===== config.mk =====
export PLATFORM = sky130hd
export DESIGN_NAME = interrupt_controller
export DESIGN_NICKNAME = d
export VERILOG_FILES = /design/src/rtl/interrupt_controller.sv
export SDC_FILE = /design/constraint.sdc
export NUM_CORES = 1
export LEC_CHECK = 0
export ABC_AREA = 0
export ABC_CLOCK_PERIOD_IN_PS = 1850
export BUFFER_PORTS_ARGS = -buffer_cell sky130_fd_sc_hd__buf_4
export CORE_MARGIN = 1
export CORE_UTILIZATION = 55
export CTS_BUF_LIST = sky130_fd_sc_hd__clkbuf_8
export CTS_CLUSTER_DIAMETER = 50
export DETAILED_ROUTE_END_ITERATION = 7
export PLACE_DENSITY_LB_ADDON = 0.2
export SETUP_SLACK_MARGIN = 0.2
export SLEW_MARGIN = 0
export SYNTH_ARGS = -nofsm -noshare
export SYNTH_HDL_FRONTEND = slang
export SYNTH_SLANG_ARGS = --single-unit
export TNS_END_PERCENT = 20

===== constraint.sdc =====
create_clock -name clk -period 1.85 [get_ports clk]
set_input_delay 0.2775 -clock clk [delete_from_list [all_inputs] [get_ports clk]]
set_output_delay 0.2775 -clock clk [all_outputs]
set_load 0.01 [all_outputs]

===== src/rtl/interrupt_controller.sv =====
// Prioritised interrupt controller: pending/mask/overrun registers and an IDLE/REQUEST/SERVICE handshake FSM.
// Optional macro IRQ_EDGE_DETECT_EN: qualify events on rising edges of irq_in instead of its level.
module interrupt_controller #(
    parameter int WIDTH = 8,
    localparam int ID_W = $clog2(WIDTH)
) (
    input  logic             clk,
    input  logic             reset,
    input  logic [WIDTH-1:0] irq_in,
    input  logic             mask_we,
    input  logic [WIDTH-1:0] mask_in,
    input  logic             ack,
    input  logic             eoi,
    input  logic             ovr_clr,
    output logic             irq,
    output logic [ID_W-1:0]  irq_id,
    output logic             in_service,
    output logic [WIDTH-1:0] pending,
    output logic [WIDTH-1:0] overrun
);

    typedef enum logic [1:0] {
        IDLE    = 2'd0,
        REQUEST = 2'd1,
        SERVICE = 2'd2
    } state_t;

    state_t           state_q, state_d;
    logic [WIDTH-1:0] mask_q, mask_d;
    logic [WIDTH-1:0] pending_q, pending_d;
    logic [WIDTH-1:0] overrun_q, overrun_d;
    logic [ID_W-1:0]  irq_id_q, irq_id_d;

    logic [WIDTH-1:0] event_w;
    logic [WIDTH-1:0] active_w;
    logic [WIDTH-1:0] clear_w;
    logic [ID_W-1:0]  top_id;
    logic             ack_req;

`ifdef IRQ_EDGE_DETECT_EN
    logic [WIDTH-1:0] irq_prev_q, irq_prev_d;

    always_comb begin
        irq_prev_d = irq_in;
    end

    always_ff @(posedge clk) begin
        if (reset) begin
            irq_prev_q <= '0;
        end else begin
            irq_prev_q <= irq_prev_d;
        end
    end

    assign event_w = irq_in & ~irq_prev_q;
`else
    assign event_w = irq_in;
`endif

    assign active_w = pending_q & mask_q;
    assign ack_req  = (state_q == REQUEST) && ack;

    // Ascending scan so the last hit, i.e. the highest index, wins.
    always_comb begin
        top_id = '0;
        for (int i = 0; i < WIDTH; i++) begin
            if (active_w[i]) begin
                top_id = i[ID_W-1:0];
            end
        end
    end

    genvar gi;
    generate
        for (gi = 0; gi < WIDTH; gi++) begin : g_clear
            assign clear_w[gi] = ack_req && (irq_id_q == ID_W'(gi));
        end
    endgenerate

    // A new event beats the ack clear; a new overrun beats ovr_clr.
    always_comb begin
        pending_d = event_w | (pending_q & ~clear_w);
        overrun_d = (event_w & pending_q & ~clear_w) | (overrun_q & ~{WIDTH{ovr_clr}});
        mask_d    = mask_we ? mask_in : mask_q;
    end

    always_comb begin
        state_d  = state_q;
        irq_id_d = irq_id_q;
        case (state_q)
            IDLE: begin
                if (|active_w) begin
                    state_d  = REQUEST;
                    irq_id_d = top_id;
                end
            end
            REQUEST: begin
                if (ack) begin
                    state_d = SERVICE;
                end
            end
            SERVICE: begin
                if (eoi) begin
                    state_d = IDLE;
                end
            end
            default: begin
                state_d = IDLE;
            end
        endcase
    end

    always_ff @(posedge clk) begin
        if (reset) begin
            state_q   <= IDLE;
            mask_q    <= '0;
            pending_q <= '0;
            overrun_q <= '0;
            irq_id_q  <= '0;
        end else begin
            state_q   <= state_d;
            mask_q    <= mask_d;
            pending_q <= pending_d;
            overrun_q <= overrun_d;
            irq_id_q  <= irq_id_d;
        end
    end

    assign irq        = (state_q == REQUEST);
    assign in_service = (state_q == SERVICE);
    assign irq_id     = irq_id_q;
    assign pending    = pending_q;
    assign overrun    = overrun_q;

endmodule


======== Word level (Yosys, flattened, before mapping) ========
Cells that the tools add are included.
word-level totals
  register bits after elaboration ......... 29
  logic and storage cells ................. 51
  input port bits ......................... 22
  output and inout bits ................... 21
cells by class
  equality and inequality tests ........... 12
  reductions and logical operators ........ 14
  bitwise gates (word level) .............. 9
  mux-type cells .......................... 11
operators by type and width
  operator                                       count
  bitwise AND 8 bit                              5
  two-way mux 3 bit                              6
  inverter 8 bit                                 2
  OR 8 bit                                       2
  == test 3 bit, second input constant           4
  logical AND 1 bit                              9
  OR reduction 8 bit                             1
  == test 3 x 2 -> 1 bit, second input constant  2
  two-way mux 2 bit                              3
  != test 2 bit, second input constant           3
  one-hot mux 2 bit (3 select lines)             1
  == test 3 x 1 -> 1 bit, second input constant  1
  zero test 3 bit                                1
  AND reduction 3 bit                            1
  == test 2 x 1 -> 1 bit, second input constant  1
  == test 2 bit, second input constant           1
  zero test 2 bit                                1
  AND reduction 2 bit                            1
  two-way mux 1 bit                              1

======== Depth between registers and ports, before layout ========
  word-level depth ........................ 8
  mapped depth ............................ 4

======== Worst setup path before layout ========
OpenSTA, ideal clock, no wires.
  kind .................................... register -> register
  start point ............................. reg state_q[0]
  end point ............................... reg irq_id_q[1], in the netlist irq_id[1]
  path buffers ............................ 0
  library setup time ...................... 0.119 ns
  path slack .............................. 0.686 ns
  stages on the path, launching flop included .. 5
  arrival time ............................ 1.044 ns
  clock period less this slack ............ 1.164 ns
  path through ............................ dfxtp_1 -> or2_4 -> a41oi_4 -> and3_1 -> nor3_2
between the ends
  cells in the longest elaborated chain, start to end .. 2
ends and longest elaborated chain
  element                        line  text
  from (decl)                    28    state_t state_q, state_d;
  from (signal assigned)         121   state_q <= state_d;
  zero test 2 bit                90    case (state_q)
  AND reduction 2 bit (no line)  -
  to (signal assigned)           125   irq_id_q <= irq_id_d;
  to (decl)                      32    logic [ID_W-1:0] irq_id_q, irq_id_d;
Every way passes these cells.
A chain may end at the register's enable or synchronous reset.

======== Final worst setup path ========
  start point ............................. reg state_q[0]
  end point ............................... out irq
between the ends
  cells in the longest elaborated chain, start to end .. 1
ends and longest elaborated chain
  element                 line  text
  == test 2 x 1 -> 1 bit  129   assign irq = (state_q == REQUEST);
  to (decl)               15    output logic irq,
Every way passes these cells.

==> reports/qor.log <==
[placement] placer congestion estimate 0.812
[worst_setup_path] Critical Path Start Type flop
[synthesis] commonest register cell after synthesis dfxtp_1
[drt] Antenna Violating Nets Remaining 0
[cts] number of buffers created by CTS 5
[min_path] worst min-delay path category input port to flop
[floorplanning] chip height 49.4 um
[synthesis] post-synthesis register bit count 29
[drt] DRC violations left 0
[layout] top library cells by usage in the layout, fill and taps aside 42 x buf_4, 29 x dfxtp_1, 17 x nor2_1, 9 x a21oi_1
[pwr] cell area power density 994 nW/um^2
[cts] setup repair bufs after CTS 0
[sta] Layout Skew 6.93 ps
[cts] total number of H-tree levels 2
[sta] hold slack 220 ps
[floorplanning] ports placed on the boundary 43
[sta] clock period minus final worst setup slack 1400 ps
[sta] Max Clk Rate 0.712 GHz
[synthesis] proportion of synthesized chip area in sequential cells 0.471
[layout] sequential standard cell area 581 sq um
[sta] Fin Setup TNS 0 ps
[synthesis] number of synthesized flops with an enable pin 0
[layout] fraction of layout cells with a size suffix above 1 0.374
[grt] gr usage total 0.263
[worst_setup_path] Crit. End Element output pin
[floorplanning] std cell rows 16
[flow_run] number of maximum-capacitance violations 0
[drt] Pre-Repair DR Iteration Count 4
[drt] final routed wirelength across all metal layers 2940 um
[layout] most common library cell in the layout ignoring fill and taps buf_4
[synthesis] Unique masters post-synth 29
[placement] count of port buffers added during placement 42
[pwr] Pint 1.25 mW
[cts] Resized cells post-CTS 0
[layout] post-route insts no fill 198
[cts] number of buffers inserted for hold repair after clock tree synthesis 0
[pwr] Switching Fraction 0.252
[pwr] fraction of power consumed by the clock network 0.402
[grt] via count of the first global-routing pass 1,084
[drt] drt initial violations 31
[placement] post-detail-place hpwl 2100 um
[pwr] logic gate share of total power 0.162
[floorplanning] area enclosed by the die boundary 2440 sq um
[synthesis] cell taking the most area after synthesis dfxtp_1
[grt] antenna violations before repair 0
[layout] multi-input gate area in the final layout 607 sq um
[pwr] LEAKAGE 0.751 nW
[worst_setup_path] Crit Path Class flop to output pin
[worst_setup_path] required time at the worst-slack endpoint 1570 ps
[cts] clock-pin slew on the worst setup and hold paths 60 ps
[synthesis] post-synth net total 147
[synthesis] post-synthesis cell area 1230 sq um
[cts] clock insertion delay at the later pin of the skew report 280 ps
[synthesis] yosys warns 0
[grt] wire length of the first global-routing pass 4730 um
[sta] ratio of final minimum period to clock period 0.759
[sta] unrepaired setup endpoints after global routing no
[worst_setup_path] top fanout value on the critical path 7
[drt] per-cell routed wire length 14.9 um
[floorplanning] Floorplan Core Area 2040 sq um
[pwr] IR drop worst, VDD 0.839 mV
[pwr] sequential share of power 0.436
[synthesis] cell types occupying the most area after synthesis dfxtp_1 47%, mux2i_1 6.5%, nor2_1 5.2%
[pwr] switching component of the power 0.420 mW
[pwr] Overall Power 1.67 mW
[cts] clk sinks 29
[drt] detailed-route via count 1,085
[layout] total inserted antenna cells 0
[sta] headroom to the max-slew limit 0.769
[grt] maximum number of pins on one net before global-route repair 36
[sta] final-report max-slew violation count 0
[cts] Root Buffer Master clkbuf_8
[worst_setup_path] endpoint arrival time on the critical path 1130 ps
[sta] transition at the pin with the smallest max-transition slack 347 ps
[outcome] status complete, no violations
[synthesis] share of flip-flops with an asynchronous set or reset 0
[layout] fillers 137
[grt] total congestion overflow 0
[synthesis] Post-Syn Area per Cell 9.87 sq um
[sta] number of hold violations in the final report 0
[layout] relative area change from synthesis to final layout 36.1%
[floorplanning] width of the die 49.4 um
[sta] final setup violating endpoints 0
[cts] maximum clock path buffer count 2
[layout] number of nets in the layout 192
[drt] detail-routed via count per cell 5.48
[synthesis] count of mapped cells out of synthesis 125
[floorplanning] Starting Density 0.604
[cts] clock tree from TritonCTS yes
[synthesis] fraction of synthesized cell area taken by the top area cell type 0.471
[placement] placed cell count 190
[area by class of cell]
class                   instances  area share
flip-flops and latches         29       0.346
clock inverters                 2      0.0201
clock buffers                   6      0.0492
inverters                       7      0.0156
multi-input cells              85       0.361
well taps                      27      0.0201
repair buffers                 42       0.188
[through the flow]
step | utilization | setup slack (ps) | instance area, sq um
2_1_floorplan | - | 686 | 1230
3_3_place_gp | 0.765 | 641 | 1560
3_5_place_dp | 0.765 | 591 | 1560
4_1_cts | 0.822 | 470 | 1680
5_1_grt | 0.822 | 429 | 1680
6_report | 0.822 | 446 | 1680
[path summary, 6_finish.rpt]
kind | start | endpoint | slack [ps] | depth (start not counted)
max | state_q[0]$_SDFFE_PP0P_ | irq | 450 | 2
min | ack | state_q[0]$_SDFFE_PP0P_ | 220 | 2
max reg2reg | state_q[0]$_SDFFE_PP0P_ | overrun[0]$_SDFF_PP0_ | 520 | 4
min reg2reg | state_q[1]$_SDFFE_PP0P_ | state_q[0]$_SDFFE_PP0P_ | 520 | 1
[logic make-up after synthesis]
family | synth area share
buffers and inverters | 0.0375
AO/OA/AOI/OAI | 0.233
flip-flops | 0.471
multiplexers | 0.0649
AND/OR/NAND/NOR | 0.194
[cell usage after synthesis, types with 2 or more instances]
cell      count
a21oi_1       9
a22oi_2       3
a32o_1        2
buf_2         4
dfxtp_1      29
inv_1         7
mux2i_1       8
nand2_1       4
nand2b_1      4
nor2_1       17
nor2b_1       4
o21ai_1       6
o31a_1        2
o31ai_1       6
or3b_2        6
[power by group through the flow]
stage / Combinational (mW) / Clock [mW] / Sequential, mW
after CTS: 0.272 / 0.671 / 0.726
final: 0.270 / 0.671 / 0.728
after detailed placement: 0.267 / 0 / 0.739
after floorplan: 0.141 / 0 / 0.741
after global routing: 0.292 / 0.704 / 0.732
after global placement: 0.257 / 0 / 0.737
[sequential cells by signal, indices dropped and copies added (netlist names)]
signal,cells
state_q,2
overrun,8
mask_q,8
irq_id,3
pending,8
[layer usage]
layer	GRT usage	share of wire	vias up
li1	-	-	538
met5	0	0	-
met3	0.0966	0.063	4
met2	0.477	0.50	42
met1	0.281	0.43	501
met4	0.0735	0.0085	0
[worst max-delay path, stage by stage (launching register included)]
cell	delay [ps]
dfxtp_1	430
nor2b_1	250
buf_4	160
(Power assumes the default switching activity.)
